### src/rtl/fetch_stage_if.sv
`default_nettype none
// ============================================================================
// Module      : fetch_stage_if
// Description : Instruction-memory request/acknowledge bus between the fetch
//               stage (master) and instruction memory (slave).
// Revision    : 1.0 - initial release
// ============================================================================
interface fetch_stage_if;
  logic        imem_req;
  logic [15:0] imem_addr;
  logic        imem_ack;
  logic [31:0] imem_data;

  modport master (output imem_req, output imem_addr, input imem_ack, input imem_data);
  modport slave  (input imem_req, input imem_addr, output imem_ack, output imem_data);
endinterface
`default_nettype wire

### src/rtl/fetch_stage.sv
`default_nettype none
// ============================================================================
// Module      : fetch_stage
// Description : Instruction-fetch stage feeding the IF/ID register. Owns the
//               PC, runs a variable-latency req/ack handshake to instruction
//               memory, parks results during stalls and discards responses
//               made stale by a redirect.
// Options     : FETCH_PERF_EN adds saturating fetched/stall counters.
// Revision    : 1.0 - initial release
// ============================================================================
module fetch_stage #(
  parameter logic [15:0] RESET_PC = 16'h0000
) (
  input  wire logic        clk_i,
  input  wire logic        rst_n_i,
  input  wire logic        stall_i,
  input  wire logic        redirect_i,
  input  wire logic [15:0] redirect_pc_i,
  fetch_stage_if.master    imem,
  output logic      [15:0] pc_o,
  output logic      [15:0] pc_plus4_o,
  output logic      [31:0] inst_o,
  output logic             ifid_load_o,
  output logic             ifid_flush_o
`ifdef FETCH_PERF_EN
  ,
  output logic      [31:0] perf_fetched_o,
  output logic      [31:0] perf_stall_o
`endif
);

  typedef enum logic [1:0] {
    FETCH   = 2'd0,
    HOLD    = 2'd1,
    DISCARD = 2'd2
  } state_t;

  state_t      state_q, state_d;
  logic [15:0] pc_q, pc_d;
  logic [31:0] inst_q, inst_d;
  logic [15:0] pcp_q, pcp_d;
  logic [15:0] disc_q, disc_d;

  // Word-aligned redirect target; the low two bits are forced to zero.
  logic [15:0] w_target;
  logic [15:0] w_pc_plus4;

  assign w_target   = redirect_pc_i & ~16'h0003;
  assign w_pc_plus4 = pc_q + 16'd4;  // wraps modulo 2^16
  assign pc_o       = pc_q;

  // Bus and IF/ID outputs; request/load/flush are held low while in reset.
  always_comb begin
    imem.imem_req  = rst_n_i && (state_q != HOLD);
    imem.imem_addr = (state_q == DISCARD) ? disc_q : pc_q;
    pc_plus4_o     = (state_q == HOLD) ? pcp_q : w_pc_plus4;
    inst_o         = (state_q == HOLD) ? inst_q : imem.imem_data;
    ifid_flush_o   = rst_n_i && redirect_i;
    ifid_load_o    = rst_n_i && !redirect_i && !stall_i &&
                     (((state_q == FETCH) && imem.imem_ack) || (state_q == HOLD));
  end

  // Next-state logic; priority is redirect, then stall, then ack.
  always_comb begin
    state_d = state_q;
    pc_d    = pc_q;
    inst_d  = inst_q;
    pcp_d   = pcp_q;
    disc_d  = disc_q;
    case (state_q)
      FETCH: begin
        if (redirect_i) begin
          pc_d = w_target;
          if (!imem.imem_ack) begin
            // Request still in flight: remember its address so it can be
            // completed and its response thrown away.
            disc_d  = pc_q;
            state_d = DISCARD;
          end
        end else if (imem.imem_ack) begin
          pc_d = w_pc_plus4;
          if (stall_i) begin
            inst_d  = imem.imem_data;
            pcp_d   = w_pc_plus4;
            state_d = HOLD;
          end
        end
      end
      HOLD: begin
        if (redirect_i) begin
          pc_d    = w_target;
          state_d = FETCH;
        end else if (!stall_i) begin
          state_d = FETCH;
        end
      end
      DISCARD: begin
        if (redirect_i) begin
          pc_d = w_target;
        end
        if (imem.imem_ack) begin
          state_d = FETCH;
        end
      end
      default: begin
        state_d = FETCH;
      end
    endcase
  end

  // State and datapath registers.
  always_ff @(posedge clk_i or negedge rst_n_i) begin
    if (!rst_n_i) begin
      state_q <= FETCH;
      pc_q    <= RESET_PC;
      inst_q  <= 32'h0;
      pcp_q   <= 16'h0;
      disc_q  <= 16'h0;
    end else begin
      state_q <= state_d;
      pc_q    <= pc_d;
      inst_q  <= inst_d;
      pcp_q   <= pcp_d;
      disc_q  <= disc_d;
    end
  end

`ifdef FETCH_PERF_EN
  logic [31:0] perf_fetched_q, perf_fetched_d;
  logic [31:0] perf_stall_q, perf_stall_d;

  // Saturating increments for the performance counters.
  always_comb begin
    perf_fetched_d = perf_fetched_q;
    perf_stall_d   = perf_stall_q;
    if (ifid_load_o && (perf_fetched_q != 32'hFFFF_FFFF)) begin
      perf_fetched_d = perf_fetched_q + 32'd1;
    end
    if (stall_i && (perf_stall_q != 32'hFFFF_FFFF)) begin
      perf_stall_d = perf_stall_q + 32'd1;
    end
  end

  // Counter registers, cleared only by reset.
  always_ff @(posedge clk_i or negedge rst_n_i) begin
    if (!rst_n_i) begin
      perf_fetched_q <= 32'h0;
      perf_stall_q   <= 32'h0;
    end else begin
      perf_fetched_q <= perf_fetched_d;
      perf_stall_q   <= perf_stall_d;
    end
  end

  assign perf_fetched_o = perf_fetched_q;
  assign perf_stall_o   = perf_stall_q;
`endif

endmodule
`default_nettype wire

### src/flat_wrapper.sv
// flat-port wrapper written by rule: the top's interface ports become plain ports
module fetch_stage_flat 
#(
  parameter logic [15:0] RESET_PC = 16'h0000
)
  (clk_i, rst_n_i, stall_i, redirect_i, redirect_pc_i, pc_o, pc_plus4_o, inst_o, ifid_load_o, ifid_flush_o, imem_imem_req, imem_imem_addr, imem_imem_ack, imem_imem_data);
  fetch_stage_if imem_i ();
  input  wire logic clk_i;
  input  wire logic rst_n_i;
  input  wire logic stall_i;
  input  wire logic redirect_i;
  input  wire logic [15:0] redirect_pc_i;
  output logic      [15:0] pc_o;
  output logic      [15:0] pc_plus4_o;
  output logic      [31:0] inst_o;
  output logic ifid_load_o;
  output logic ifid_flush_o;
  output wire logic [$bits(imem_i.imem_req)-1:0] imem_imem_req;
  output wire logic [$bits(imem_i.imem_addr)-1:0] imem_imem_addr;
  input wire logic [$bits(imem_i.imem_ack)-1:0] imem_imem_ack;
  input wire logic [$bits(imem_i.imem_data)-1:0] imem_imem_data;
  assign imem_imem_req = imem_i.imem_req;
  assign imem_imem_addr = imem_i.imem_addr;
  assign imem_i.imem_ack = imem_imem_ack;
  assign imem_i.imem_data = imem_imem_data;
  fetch_stage #(.RESET_PC(RESET_PC)) u_core (.clk_i(clk_i), .rst_n_i(rst_n_i), .stall_i(stall_i), .redirect_i(redirect_i), .redirect_pc_i(redirect_pc_i), .imem(imem_i), .pc_o(pc_o), .pc_plus4_o(pc_plus4_o), .inst_o(inst_o), .ifid_load_o(ifid_load_o), .ifid_flush_o(ifid_flush_o));
endmodule
### config.mk
export PLATFORM = sky130hd
export DESIGN_NAME = fetch_stage_flat
export DESIGN_NICKNAME = d
export VERILOG_FILES = /design/src/rtl/fetch_stage_if.sv /design/src/rtl/fetch_stage.sv /design/src/flat_wrapper.sv
export SDC_FILE = /design/constraint.sdc
export NUM_CORES = 1
export LEC_CHECK = 0
export ABC_AREA = 1
export CAP_MARGIN = 0
export CORE_MARGIN = 2
export CORE_UTILIZATION = 51
export DETAILED_ROUTE_END_ITERATION = 10
export GPL_TIMING_DRIVEN = 0
export PLACE_DENSITY = 0.93
export RECOVER_POWER = 100
export SLEW_MARGIN = 0
export SYNTH_ARGS = -nofsm -noshare
export SYNTH_HDL_FRONTEND = slang
export SYNTH_SLANG_ARGS = --single-unit
export TNS_END_PERCENT = 50
### constraint.sdc
create_clock -name clk_i -period 4.4 [get_ports clk_i]
set_input_delay 0.66 -clock clk_i [delete_from_list [all_inputs] [get_ports clk_i]]
set_output_delay 0.66 -clock clk_i [all_outputs]
set_load 0.01 [all_outputs]
==> flow_summary.toml <==
[run_status]
status = "finished with violations"
violations = "max-capacitance violations, max-slew violations"

[route]
via_count = 4325
wl_per_cell_um = 14.3
drc = 0
via_per_inst = 5.23
initialDrtViolationCount = 237
dr.pass1.iters = 5
ant_nets = 0
routed_wl_um = 11900

[timing]
timing.slew.headroom_pct = -10.1
max_freq_mhz = 275
tightest_slew_ns = 1.65
finalCritPeriodShare_pct = 82.6
skew_ns = 0.00620
rsz0062_at_grt = "no"
period_minus_slack_ns = 3.63
hold_violations = 0
setup_viol = 0
fin_tns_setup_ns = 0
drv_slew = 29

[critical_path]
max_stage_delay_ns = 0.65
arrival_ns = 2.97
critical_path.max_fanout = 10
required_ns = 3.74
startpoint_type = "flop"
end_kind = "output pin"
cp_top_family = "buffers and inverters"
cp_slowest_cell = "dlygate4sd3_1"
crit_type = "reg2out"
path_cells = "inv_1 > ha_1 > clkbuf_1 > clkbuf_1 > clkbuf_1 > nand2_1 > o21ai_0 > dlygate4sd3_1"
cpMostUsedCell = "clkbuf_1"
critPathBufInv = 5

[placed_design]
place_congestion = 0.894
hpwlAfterDp_um = 8990
dp_cells = 811
port_buffers = 126

[synth]
synth_top_area_share_pct = 44.0
synth_flop_cell = "dfrtp_1"
yosys.area.top_type = "dfrtp_1"
synth-seq-area-share_pct = 44.0
synth_area_mm2 = 0.00432
avgSynthCellArea_um2 = 7.53
synth_commonest_cells = "nand2_1, dfrtp_1, o21ai_0"
ys_top_cells_by_area = "dfrtp_1, nand2_1, o21ai_0"
synth-edff-count = 0
synth_cell_types = 32
yosysWarningCount = 0
synth-async-reset-ratio_pct = 100
ys_seq_elements = 76
yosysMostFrequentCell = "nand2_1"
netlist_instances = 574

[global_routing]
grt_max_degree = 52
gr-total-overflow = 0
grt_use_total_pct = 26.6
grt_pass1_wl_um = 19100
antenna_found_initial = 0
grt_pass1_vias = 4133

[final_layout]
drive_gt1_share_pct = 5.96
layout.nets = 775
n_antenna_cell = 0
instances_no_fill = 827
post-route-util_pct = 70.7
area_growth_pct = 34.4

[clock_tree]
cts_root_buf = "clkbuf_8"
clk_latency_ns = 0.35
numCtsBuffers = 9
clock_sinks = 76
htree_levels = 3
cts_resized = 0
post_cts_buffers = 0
path_clk_slew_ns = 0.08
cts_hold_buf = 0
cts_tree = "yes"
clockBufferDepth = 2

[floorplanning]
die_w_um = 96.1
rows = 33
initial_core_util_pct = 52.6
die-area_mm2 = 0.00923
die_y_um = 96.1
core_mm2 = 0.00822
ios = 136

[power]
p_total_uw = 3940
cellLeakagePower_uw = 0.00278
p_per_area_mw_per_mm2 = 678
ir_drop_mv = 0.421

[flow_run]
maxCapViolations = 1

[worst_hold_path]
hold_path_class = "reg2reg"
[sequential cells by signal (all words and copies together), names as in the netlist]
signal / count
u_core.inst_q: 32
u_core.state_q: 2
u_core.pc_o: 14
u_core.pcp_q: 14
u_core.disc_q: 14
[through the flow]
stage / setup WS (ns) / hold WS [ns] / cell area (µm²)
5_1_grt: 0.516 / 0.518 / 5810
2_1_floorplan: 2.34 / 0.364 / 4340
6_report: 0.765 / 0.492 / 5810
4_1_cts: 1.08 / 0.234 / 5960
3_3_place_gp: -0.931 / 0.464 / 5740
3_5_place_dp: 1.42 / 0.467 / 5760
[final timing paths]
| kind | startpoint | end | slack [ns] | cells after the start |
|---|---|---|---|---|
| setup / recovery | u_core.state_q[1] | pc_plus4_o[7] | 0.77 | 8 |
| hold / removal | u_core.disc_q[9] | u_core.disc_q[9] | 0.49 | 2 |
| setup reg to reg | u_core.state_q[0] | u_core.pcp_q[6] | 2.06 | 9 |
| hold reg to reg | u_core.disc_q[9] | u_core.disc_q[9] | 0.49 | 2 |
| max in group asynchronous | rst_n_i | u_core.disc_q[15] | 2.72 | 1 |
| min in group asynchronous | rst_n_i | u_core.inst_q[29] | 0.72 | 1 |
[power by group]
group | switching, µW | leakage (µW) | internal, µW | total [µW]
Clock | 274 | 0.000100 | 265 | 539
Combinational | 1180 | 0.00174 | 912 | 2100
Sequential | 264 | 0.000934 | 1040 | 1300
Total | 1720 | 0.00278 | 2220 | 3940
[layout make-up]
type                       instances  area [µm²]
inverter                          64         243
clock buffer                       9         124
buffer                            35         164
sequential                        76        1900
timing repair buffer             127        1280
fill                             670        2410
clock inverter                     7        73.8
multi-input combinational        404        1890
tap                              105         131
[per-layer routing]
metal  up-vias  GRT usage, %  routed length, µm
li1       2095             -                  -
met1      2010          34.9               5030
met2       207          45.8               5720
met3        13          3.52                972
met4         0          7.98                131
met5         -             0                  0
[cell families after synthesis]
kind of cell             Yosys count  share of synthesized area, %
other                              1                        0.0867
XOR/XNOR                           6                          1.56
AND/OR/NAND/NOR                  249                          24.9
adder cells (fa/ha/maj)            5                          1.45
buffers and inverters             99                          10.6
AO/OA/AOI/OAI                    138                          17.4
flip-flops                        76                          44.0
[worst register-to-register path, stage by stage (launching register included)]
cell and delay, ns:
dfrtp_1 0.42, inv_1 0.10, ha_1 0.23, nand2_1 0.12, nor2_1 0.40, inv_1 0.19
clkbuf_1 0.26, clkbuf_1 0.28, nand2_1 0.12, o21ai_0 0.09
[placed cells by master (no fill, tap or decap), types with 4 or more instances in the layout]
master	n
clkdlybuf4s50_1	51
nand3_1	16
clkbuf_1	27
buf_4	6
conb_1	6
dlygate4sd3_1	74
dfrtp_1	76
nor2_1	35
o21ai_1	14
nand2_1	180
inv_1	63
o21ai_0	111
a21oi_1	4
nand4_1	6
xor2_1	6
clkbuf_8	9
ha_1	5
No activity file was read; power rests on OpenSTA's default activity.
